### config.mk
export PLATFORM = sky130hd
export DESIGN_NAME = cam_window_capture
export DESIGN_NICKNAME = d
export VERILOG_FILES = /design/src/rtl/cam_capture_pkg.sv /design/src/rtl/cam_pixel_tracker.sv /design/src/rtl/cam_window_capture.sv
export SDC_FILE = /design/constraint.sdc
export NUM_CORES = 1
export LEC_CHECK = 0
export CORE_ASPECT_RATIO = 0.5
export CORE_UTILIZATION = 51
export DETAILED_ROUTE_END_ITERATION = 10
export PLACE_DENSITY = 0.8
export SLEW_MARGIN = 10
export SYNTH_ARGS = -nofsm -noshare
export SYNTH_HDL_FRONTEND = slang
export SYNTH_HIERARCHICAL = 1
export SYNTH_SLANG_ARGS = --single-unit
### constraint.sdc
create_clock -name pclk -period 1.9 [get_ports pclk]
set_input_delay 0.475 -clock pclk [delete_from_list [all_inputs] [get_ports pclk]]
set_output_delay 0.475 -clock pclk [all_outputs]
set_load 0.1 [all_outputs]
### src/rtl/cam_capture_pkg.sv
// Shared types and constants for the camera window capture path.
// Holds the capture FSM encoding, default window geometry and the window-size helper.
package cam_capture_pkg;

    typedef enum logic [2:0] {
        IDLE,
        WAIT_VS,
        SYNC,
        CAPTURE,
        DONE
    } cap_state_t;

    localparam int DEF_WIN_X0 = 270;
    localparam int DEF_WIN_Y0 = 190;
    localparam int DEF_WIN_W  = 100;
    localparam int DEF_WIN_H  = 100;

    // Number of RAM words one complete window occupies.
    function automatic int win_words(input int w, input int h, input bit decim2);
        return decim2 ? (w / 2) * (h / 2) : w * h;
    endfunction

endpackage

### src/rtl/cam_pixel_tracker.sv
// Purpose: decodes the two-byte camera stream into pixel x/y position and a pixel-complete strobe.
// Latency: x/y are registered; pix_done is combinational on the edge carrying the second byte.
// Backpressure: none, the camera free-runs and every byte must be consumed.
module cam_pixel_tracker #(
    parameter int X_W = 10,
    parameter int Y_W = 9
) (
    input  logic           pclk,
    input  logic           rst_n,
    input  logic           vsync,
    input  logic           href,
    output logic [X_W-1:0] x,
    output logic [Y_W-1:0] y,
    output logic           pix_done
);

    logic phase;
    logic href_q;
    logic href_fall;

    assign pix_done  = href & phase;
    assign href_fall = href_q & ~href;

    always_ff @(posedge pclk or negedge rst_n) begin
        if (!rst_n) begin
            phase  <= 1'b0;
            href_q <= 1'b0;
            x      <= '0;
            y      <= '0;
        end else begin
            phase  <= href ? ~phase : 1'b0;
            href_q <= href;

            // Both counters saturate so an oversized frame cannot alias back into the window.
            if (vsync || !href)
                x <= '0;
            else if (pix_done && (x != '1))
                x <= x + X_W'(1);

            if (vsync)
                y <= '0;
            else if (href_fall && (y != '1))
                y <= y + Y_W'(1);
        end
    end

endmodule

### src/rtl/cam_window_capture.sv
// Purpose: writes a rectangular window of the camera frame into RAM under arm/continuous control; CAM_DECIM2_EN adds 2:1 decimation.
// Latency: one pclk from the second pixel byte to wren/data/wraddr.
// Backpressure: none, the RAM write port always accepts; a frame cut short by vsync is retried.
module cam_window_capture
    import cam_capture_pkg::*;
#(
    parameter int DATA_W = 3,
    parameter int X_W    = 10,
    parameter int Y_W    = 9,
    parameter int ADDR_W = 16,
    parameter int WIN_X0 = DEF_WIN_X0,
    parameter int WIN_Y0 = DEF_WIN_Y0,
    parameter int WIN_W  = DEF_WIN_W,
    parameter int WIN_H  = DEF_WIN_H
) (
    input  logic              pclk,
    input  logic              rst_n,
    input  logic              vsync,
    input  logic              href,
    input  logic [DATA_W-1:0] d,
    input  logic              arm,
    input  logic              mode_cont,
    output logic [DATA_W-1:0] data,
    output logic [ADDR_W-1:0] wraddr,
    output logic              wren,
    output logic              busy,
    output logic              frame_done,
    output logic              short_frame
);

`ifdef CAM_DECIM2_EN
    localparam bit DECIM2 = 1'b1;
`else
    localparam bit DECIM2 = 1'b0;
`endif

    localparam int              WORDS = win_words(WIN_W, WIN_H, DECIM2);
    localparam logic [ADDR_W-1:0] LAST = ADDR_W'(WORDS - 1);
    localparam logic [X_W-1:0]  X_LO  = X_W'(WIN_X0);
    localparam logic [X_W-1:0]  X_HI  = X_W'(WIN_X0 + WIN_W - 1);
    localparam logic [Y_W-1:0]  Y_LO  = Y_W'(WIN_Y0);
    localparam logic [Y_W-1:0]  Y_HI  = Y_W'(WIN_Y0 + WIN_H - 1);

    if (longint'(WIN_W) * longint'(WIN_H) > (longint'(1) << ADDR_W)) begin : g_chk_addr
        $error("cam_window_capture: window does not fit in ADDR_W address space");
    end
    if (longint'(WIN_X0) + longint'(WIN_W) > (longint'(1) << X_W)) begin : g_chk_x
        $error("cam_window_capture: window exceeds X_W column range");
    end
    if (longint'(WIN_Y0) + longint'(WIN_H) > (longint'(1) << Y_W)) begin : g_chk_y
        $error("cam_window_capture: window exceeds Y_W line range");
    end
    if (DECIM2 && (((WIN_W % 2) != 0) || ((WIN_H % 2) != 0))) begin : g_chk_decim
        $error("cam_window_capture: decimation needs even window width and height");
    end

    logic [X_W-1:0] x;
    logic [Y_W-1:0] y;
    logic           pix_done;

    cam_pixel_tracker #(
        .X_W (X_W),
        .Y_W (Y_W)
    ) u_tracker (
        .pclk     (pclk),
        .rst_n    (rst_n),
        .vsync    (vsync),
        .href     (href),
        .x        (x),
        .y        (y),
        .pix_done (pix_done)
    );

    cap_state_t        state, state_nxt;
    logic [ADDR_W-1:0] count, count_nxt;
    logic              in_win;
    logic              keep;
    logic              wr_hit;
    logic              done_nxt;
    logic              short_nxt;

    assign in_win = (x >= X_LO) && (x <= X_HI) && (y >= Y_LO) && (y <= Y_HI);

`ifdef CAM_DECIM2_EN
    // Even offset from the window origin is just matching LSBs.
    assign keep = ~(x[0] ^ X_LO[0]) & ~(y[0] ^ Y_LO[0]);
`else
    assign keep = 1'b1;
`endif

    assign wr_hit = (state == CAPTURE) && pix_done && in_win && keep;
    assign busy   = (state == WAIT_VS) || (state == SYNC) || (state == CAPTURE);

    always_comb begin
        state_nxt = state;
        count_nxt = count;
        done_nxt  = 1'b0;
        short_nxt = 1'b0;
        case (state)
            IDLE: begin
                if (arm || mode_cont)
                    state_nxt = WAIT_VS;
            end
            WAIT_VS: begin
                if (vsync)
                    state_nxt = SYNC;
            end
            SYNC: begin
                if (!vsync) begin
                    state_nxt = CAPTURE;
                    count_nxt = '0;
                end
            end
            CAPTURE: begin
                // The final write wins over a coincident vsync so a complete window is never discarded.
                if (wr_hit && (count == LAST)) begin
                    state_nxt = DONE;
                end else if (vsync) begin
                    short_nxt = 1'b1;
                    count_nxt = '0;
                    state_nxt = SYNC;
                end else if (wr_hit) begin
                    count_nxt = count + ADDR_W'(1);
                end
            end
            DONE: begin
                done_nxt  = 1'b1;
                state_nxt = mode_cont ? WAIT_VS : IDLE;
            end
            default: state_nxt = IDLE;
        endcase
    end

    always_ff @(posedge pclk or negedge rst_n) begin
        if (!rst_n) begin
            state       <= IDLE;
            count       <= '0;
            data        <= '0;
            wraddr      <= '0;
            wren        <= 1'b0;
            frame_done  <= 1'b0;
            short_frame <= 1'b0;
        end else begin
            state       <= state_nxt;
            count       <= count_nxt;
            wren        <= wr_hit;
            frame_done  <= done_nxt;
            short_frame <= short_nxt;
            if (wr_hit) begin
                data   <= d;
                wraddr <= count;
            end
        end
    end

endmodule
# After elaboration in Yosys (flattened, before gate mapping)
# Index checks and enable logic that the tools add are counted.
# totals
reg_bits	62
in_bits	9
output_inout_bits	23
elab_cells	72
# classes
add_sub_neg	3
order_cmp	4
n_eq_ne	11
muxes	20
bitwise	4
n_reduce_logical	19
# op_table
op	count
16-bit 2-to-1 mux	4
16-bit case mux with 2 select lines	1
10-bit 2-to-1 mux	2
9-bit 2-to-1 mux	2
16-bit by 1-bit adder with 16-bit output (second input constant)	1
16-bit by 14-bit == test with 1-bit output (second input constant)	1
3-bit case mux with 5 select lines	1
3-bit 2-to-1 mux	4
10-bit by 1-bit adder with 10-bit output (second input constant)	1
10-bit by 9-bit >= comparator with 1-bit output (second input constant)	1
10-bit by 9-bit less-or-equal comparator with 1-bit output (second input constant)	1
10-bit inequality test (second input constant)	1
9-bit by 1-bit adder with 9-bit output (second input constant)	1
9-bit by 8-bit >= comparator with 1-bit output (second input constant)	1
9-bit less-or-equal comparator (second input constant)	1
9-bit inequality test (second input constant)	1
1-bit logical AND	8
3-bit by 2-bit == test with 1-bit output (second input constant)	2
1-bit 2-to-1 mux	6
2-bit inequality test (second input constant)	3
2-bit nonzero test	3
1-bit logical OR	4
4-bit AND reduction	1
3-bit by 1-bit == test with 1-bit output (second input constant)	1
other kinds (7)	9

# Depth between registers and ports, before layout
# Gate-level depths: netlist (run 1).
# depth
ltp_word	9
mapped_depth	9
mapped_depth_nobuf	8

# By module
# Netlist (run 1), hierarchy kept.
# by_module_without_submodules
mod	n_inst	cells_per_inst	area_per_inst_um2	seq_area_each_um2
cam_window_capture	1	182	2045.7	1026.0
cam_pixel_tracker	1	103	1071.0	525.5

# Worst setup path after synthesis (run 1)
# No wires, ideal clock.
# synth_timing
path_kind	register -> output
startpoint	register state[0]
endpoint	output port busy
t_arrival_ns	1.785
required_ns	1.425
setup_slack_ns	-0.360
stages_incl_launch_ff	4
path_buffers	1
cell_sequence	dfrtp_1 buf_2 nor2_1 nor2_1
# synth_between
elab_chain_cells	3
elab_cells_between_ends	5
cone_classes	3 x eq/ne; 2 x reduce/logical
# synth_lines
element	line_no	source
start, declared	cam_window_capture.sv:74	cap_state_t state, state_nxt;
start signal, assigned	cam_window_capture.sv:144	state <= state_nxt;
3-bit by 1-bit == test with 1-bit output or 3-bit by 2-bit == test with 1-bit output (tied branches)	cam_window_capture.sv:92	assign busy = (state == WAIT_VS) || (state == SYNC) || (state == CAPTURE);
1-bit logical OR	cam_window_capture.sv:92	
1-bit logical OR *	cam_window_capture.sv:92	
end, declared	cam_window_capture.sv:26	output logic busy,
# Mark *: on every way between the ends. The rest lies on a longest branch, timed or not.

# Final worst setup path (run 1)
# layout_timing
startpoint	register u_tracker.y[1]
endpoint	register count[12]
# layout_between
elab_chain_cells	7
elab_cells_between_ends	9
cone_classes	2 x order compare; 2 x eq/ne; 5 x reduce/logical
# layout_lines
element	line_no	source
start, declared	cam_pixel_tracker.sv:13	output logic [Y_W-1:0] y,
start signal, assigned	cam_pixel_tracker.sv:43	y <= y + Y_W'(1);
9-bit by 8-bit >= comparator with 1-bit output	cam_window_capture.sv:82	assign in_win = (x >= X_LO) && (x <= X_HI) && (y >= Y_LO) && (y <= Y_HI);
1-bit logical AND	cam_window_capture.sv:82	
1-bit logical AND *	cam_window_capture.sv:82	
1-bit logical AND *	cam_window_capture.sv:91	assign wr_hit = (state == CAPTURE) && pix_done && in_win && keep;
1-bit logical AND	cam_window_capture.sv:116	if (wr_hit && (count == LAST)) begin
2-bit inequality test (no source line)	-	
4-bit AND reduction (no source line) *	-	
end signal, assigned	cam_window_capture.sv:145	count <= count_nxt;
end, declared	cam_window_capture.sv:75	logic [ADDR_W-1:0] count, count_nxt;
# Marks and branches as above.
# A chain may end at the register's enable or synchronous reset.

==> flow_metrics.tcl, run 1 <==
set metrics [dict create \
    power_density_mw_per_mm2 693.5 \
    status "finished, violations left" \
    start_util_pct 54.86 \
    drc 0 \
    synthArstFlopShare_pct 100.0 \
    design_power_total_mw 3.563 \
    hold_violations 0 \
    grt_pass1_wl_microns 18880 \
    track_usage_pct 40.36 \
    drt_iter0_drc 374 \
    dp_hpwl_microns 5499 \
    dp_slack_ns -0.7327 \
    r2r_cells 7 \
    grt_pass1_vias 3340 \
    layout_commonest_cell "buf_4" \
    netlist_instances 285 \
    path_max_fanout 6 \
    pwr-share-seq_pct 38.3 \
    clk_latency_ns 0.35 \
    final_area_sq_mm 0.005137 \
    drive_gt1_share_pct 52.46 \
    grt_overflow 0 \
    clkPwrFrac_pct 48.2 \
    gp_congestion 0.8586 \
    hold_class "in -> async" \
    critPathKind "reg -> reg" \
    ant_nets 0 \
    drt_wl_total_microns 13790 \
    r2r_start "u_tracker/y[1]" \
    startpoint_type "flip-flop" \
    dpl_cell_area_sq_mm 0.004164 \
    clk_pin_slew_ns 0.06 \
    p_comb_share_pct 13.5 \
    period_minus_slack_ns 2.416 \
    io_buffers 31 \
    grt_max_degree 63 \
    setup_slack_ns -0.5163 \
    cp.arrival_ns 2.67 \
    ys.flop_type "dfrtp_1" \
    peakVddDrop_mv 0.7251 \
    regArea_sq_mm 0.001553 \
    cts_tree "done" \
    nets 414 \
    wl_per_cell_microns 28.78 \
    skew_ns 0.01198 \
    swShare_pct 27.09 \
    final-max-slew-violation-count 0 \
    diodes 0 \
    final-setup-viol-count 49 \
    vias 3344 \
    final_cell_mix "buf_4, dfrtp_1, buf_12" \
    ioPinCount 32 \
    cts_buffers 9 \
    slew_headroom_pct 70.07 \
    multi_input_area_sq_mm 0.001822 \
    yosysSeqAreaShare_pct 49.78 \
    switching_power_mw 0.9652 \
    clock_sinks 62 \
    die_x_microns 112.6 \
    h-tree-depth 3 \
    startpoint "u_tracker/y[1]" \
    rsz0062_at_grt "true" \
    cts_buffer_depth 2 \
    drt_pass1_iterations 5 \
    rows 19 \
    ys_ff_latch 62 \
    clock.fmax_ghz 0.4139 \
    fillers 169 \
    critPathCaptureType "flip-flop" \
    synth_area_per_cell_sq_um 10.94 \
    maxCapViolCount 0 \
    synth_nets 298 \
    rrSetupSlack_ns -0.52 \
    synth-edff-count 0 \
    root_buffer "clkbuf_16" \
    leakagePower_nw 2.272 \
    p_int_mw 2.598 \
    synth_cell_types 53 \
    fin_crit_sh_pct 127.2 \
    core_sq_mm 0.005682 \
    area_delta_synth_final_pct 64.83 \
    vias_per_cell 6.981 \
    yosysWarnings 6 \
    fp.dieH_microns 57.28 \
    violations "negative setup slack" \
    synth_area_sq_mm 0.003117 \
    grt_antenna_before_repair 0 \
    cp.required_ns 2.15 \
    worst_pin_slew_ns 0.4462 \
    die_area_sq_mm 0.006447 \
]
routing by layer:
layer	routed length (microns)	GRT usage (%)	vias to the layer above
li1	-	-	1285
met1	5093	46.58	1644
met2	6205	68.17	300
met3	1503	12.11	115
met4	982	24.38	0
met5	0	0	-
worst paths after layout:
path                                          to
worst max-delay path                   count[12]
worst min-delay path            u_tracker/href_q
worst max register to register         count[12]
worst min register to register   u_tracker/phase
max in group asynchronous               state[0]
min in group pclk               u_tracker/href_q
per-stage QoR:
step,util (%),cells,hold slack [ns],setup TNS (ns)
after floorplan,-,285,0.1794,-0.03174
after global placement,73.29,441,0.5071,-18.29
after detailed placement,73.29,441,0.5131,-21.84
after CTS,86.90,475,0.1533,-4.351
after global routing,90.42,479,0.1797,-13.54
final,90.42,479,0.1522,-13.03
area by class of cell:
cell class	instances	area share, %
multi-input cells	206	35.46
flip-flops and latches	62	30.22
repair buffers	115	25.77
clock buffers	11	4.725
well taps	73	1.778
clock inverters	5	1.145
inverters	7	0.9011
worst max-delay path: stages, from the launching register on:
cell and delay (ns):
dfrtp_1 0.42, o41ai_2 0.42, and3_4 0.26, o2111a_2 0.24
a211oi_4 0.06, buf_6 0.16, or4_4 0.53, a21oi_2 0.22
registers in the layout (all words and copies together), names as in the netlist:
register and cells:
frame_done 1, state 3, u_tracker/x 10, wren 1, u_tracker/y 9, u_tracker/phase 1
wraddr 16, u_tracker/href_q 1, data 3, count 16, short_frame 1
power groups by stage:
stage | sequential, mW | combinational [mW] | clock, mW
2_1_floorplan | 1.40 | 0.149 | 0
3_3_place_gp | 1.38 | 0.300 | 0
3_5_place_dp | 1.38 | 0.314 | 0
4_1_cts | 1.36 | 0.415 | 1.67
5_1_grt | 1.36 | 0.494 | 1.77
6_report | 1.36 | 0.482 | 1.72
cell families (layout without fill, tap and decap cells):
family / count (synthesis) / after routing / synth area share [%]
simple gates: 114 / 114 / 21.40
compound gates: 56 / 57 / 13.13
buf+inv: 18 / 138 / 3.653
fa+ha+maj: 4 / 4 / 1.606
mux: 23 / 23 / 8.190
flops: 62 / 62 / 49.78
xor+xnor: 8 / 8 / 2.248
cell usage after synthesis (2+ instances only):
cell / n / area share [%]
a211oi_1: 2 / 0.48
a21oi_1: 6 / 0.96
a21oi_2: 9 / 2.5
a31oi_1: 2 / 0.40
and2_1: 3 / 0.60
and3_1: 8 / 1.6
and4_1: 2 / 0.56
buf_2: 3 / 0.48
buf_6: 5 / 1.8
dfrtp_1: 62 / 50
ha_1: 4 / 1.6
inv_1: 7 / 0.84
mux2_2: 19 / 6.9
mux2i_1: 3 / 0.96
nand2_1: 15 / 1.8
nand2b_1: 3 / 0.60
nand3_1: 8 / 1.3
nand3_2: 2 / 0.64
nand3b_1: 2 / 0.48
nand4_1: 11 / 2.2
nor2_1: 23 / 2.8
nor2b_1: 5 / 1.0
nor3_1: 7 / 1.1
nor4_1: 2 / 0.40
nor4b_1: 2 / 0.56
o21ai_0: 10 / 1.6
o21ai_1: 9 / 1.4
o31ai_1: 5 / 1.2
o41ai_1: 4 / 1.1
or3_1: 11 / 2.2
or4_1: 3 / 0.72
xor2_1: 7 / 2.0
repair_timing:
action,4_1_cts,5_1_grt
pin swaps,31,23
endpoints found under the hold margin,0,0
endpoints found under the setup margin,48,54
gates cloned,6,0
buffers inserted,13,7
hold buffers,0,0
gates resized for setup,64,42
(Power assumes the default switching activity.)
==> run 2, diff against run 1 <==
CORE_UTILIZATION = 53   (was 51)
CTS_BUF_LIST = sky130_fd_sc_hd__clkbuf_2   (was unset)
PLACE_DENSITY = 0.82   (was 0.8)
==> run 2 against run 1 <==
  * Flip-flop and latch count stayed put
  * Clock skew grew 0.020 ns
  * Design area is 9.4% lower
  * Highest routed layer unchanged
  * Maximum frequency up 8.3%
  * Die area down 3.7%
  * Critical path type unchanged
  * Critical endpoint is now u_tracker/y[7]
  * The flow still finishes with violations (negative setup slack)
  * Final cell count shrank 2.3%
==> flow_metrics.tcl, run 2 (synthesis gave the netlist of run 1 again) <==
set metrics [dict create \
    io_buffers 31 \
    diodes 0 \
    clock_sinks 62 \
    grt_pass1_vias 2951 \
    clock.fmax_ghz 0.4481 \
    cp_top_family "simple AND/OR/NAND/NOR gates" \
    start_util_pct 56.03 \
    fin_cells 468 \
    path_cells "buf_6, ha_4, and3_4, and3_4, ha_4, nor3b_4, buf_6, nand4_1, xor2_2, nor2_1" \
    peakVddDrop_mv 0.4382 \
    whs_ns 0.4153 \
    nets 403 \
    path_buf_inv 2 \
    worst_pin_slew_ns 0.4291 \
    ant_nets 0 \
    dp_hpwl_microns 5395 \
    cp.arrival_ns 2.73 \
    period_minus_slack_ns 2.232 \
    leakagePower_nw 2.094 \
    root_buffer "clkbuf_2" \
    ioPinCount 32 \
    h-tree-depth 3 \
    final-setup-viol-count 30 \
    core_sq_mm 0.005563 \
    area_delta_synth_final_pct 49.42 \
    design_power_total_mw 2.600 \
    clk_pin_slew_ns 0.17 \
    startpoint_type "flip-flop" \
    vias 2929 \
    grt_use_met1_pct 36.28 \
    cts_buffer_depth 2 \
    reg.largest.list "count (16), wraddr (16), u_tracker/x (10)" \
    met2_usage_pct 52.97 \
    drt_wl_total_microns 9946 \
    final-max-slew-violation-count 0 \
    drc 0 \
    hold_violations 0 \
    grt_pass1_wl_microns 14780 \
    status "finished, violations left" \
    use_met3_pct 9.259 \
    cp_slowest_stage_delay_ns 0.43 \
    final_cell_mix "dfrtp_1, buf_4, buf_12" \
    clk_latency_ns 0.57 \
    wl_per_cell_microns 21.25 \
    fillers 261 \
    fp.dieH_microns 56.23 \
    setup_slack_ns -0.3315 \
    dpl_cell_area_sq_mm 0.004156 \
    power_density_mw_per_mm2 558.2 \
    grt_max_degree 63 \
    maxCapViolCount 0 \
    final_area_sq_mm 0.004657 \
    place_inst 440 \
    grt_busiest_layer "met2" \
    crit_path_top_delay_cell "dfrtp_1" \
    skew_ns 0.03169 \
    critPathCaptureType "flip-flop" \
    cts_tree "done" \
    grt_antenna_before_repair 0 \
    violations "negative setup slack" \
    die_area_sq_mm 0.006210 \
    slew_headroom_pct 71.13 \
    fin_crit_sh_pct 117.4 \
    track_usage_pct 31.60 \
    grt_overflow 0 \
    vias_per_cell 6.259 \
    die_x_microns 110.5 \
    cp.required_ns 2.40 \
    path_max_fanout 5 \
    drt_pass1_iterations 5 \
    cts_buffers 9 \
    critPathKind "reg -> reg" \
    drive_gt1_share_pct 48.86 \
    rows 19 \
    hold_class "in -> async" \
    gp_congestion 0.8658 \
    drt_iter0_drc 213 \
    layout_commonest_cell "dfrtp_1" \
    rsz0062_at_grt "true" \
]
## run 2: worst register-to-register path, stage by stage (launching register included)
cell,delay (ns)
dfrtp_1,0.43
buf_6,0.14
ha_4,0.15
and3_4,0.16
and3_4,0.15
ha_4,0.16
nor3b_4,0.24
buf_6,0.15
nand4_1,0.21
xor2_2,0.25
nor2_1,0.14
## run 2: where the power goes
group | switching (mW) | internal, mW | total, mW
logic | 0.232 | 0.180 | 0.413
clock network | 0.514 | 0.316 | 0.830
registers | 0.0171 | 1.34 | 1.36
total | 0.763 | 1.84 | 2.60
## run 2: layout make-up
cell class,instances,area [sq um],share of cell area (%)
clock buffer,12,60.06,1.290
clock inverter,4,47.55,1.021
inverter,7,26.28,0.5642
multi-input combinational,205,1719,36.92
sequential,62,1553,33.34
tap,73,91.34,1.961
timing repair buffer,105,1160,24.91
## run 2: timing repair
action,in CTS,in global routing
buffers inserted,4,7
hold buffers,1,0
pin swaps,18,29
endpoints found under the hold margin,62,0
endpoints found under the setup margin,35,49
gates cloned,2,0
gates resized for setup,31,42
## run 2: final timing paths
kind,startpoint,to,slack (ns),cells past startpoint
worst max-delay path,u_tracker/y[1],u_tracker/y[7],-0.33,10
worst min-delay path,rst_n,u_tracker/y[4],0.42,3
worst max register to register,u_tracker/y[1],u_tracker/y[7],-0.33,10
worst min register to register,u_tracker/phase,u_tracker/phase,0.56,2
max in group asynchronous,rst_n,wraddr[1],1.18,3
min in group pclk,d[0],data[0],0.51,2
## run 2: through the flow
| step | TNS, ns | setup WS, ns | util, % |
|---|---|---|---|
| floorplan | -0.03174 | -0.02177 | - |
| global placement | -16.13 | -0.6174 | 74.72 |
| detailed placement | -19.12 | -0.7019 | 74.72 |
| CTS | -3.157 | -0.1904 | 79.98 |
| global route | -6.263 | -0.3525 | 83.72 |
| finish | -4.993 | -0.3315 | 83.72 |
## run 2: metal layers
layer	share of wire, %	routed length, microns
met5	0	0
met1	39	3907
met2	49	4882
met4	4.2	413
met3	7.5	743
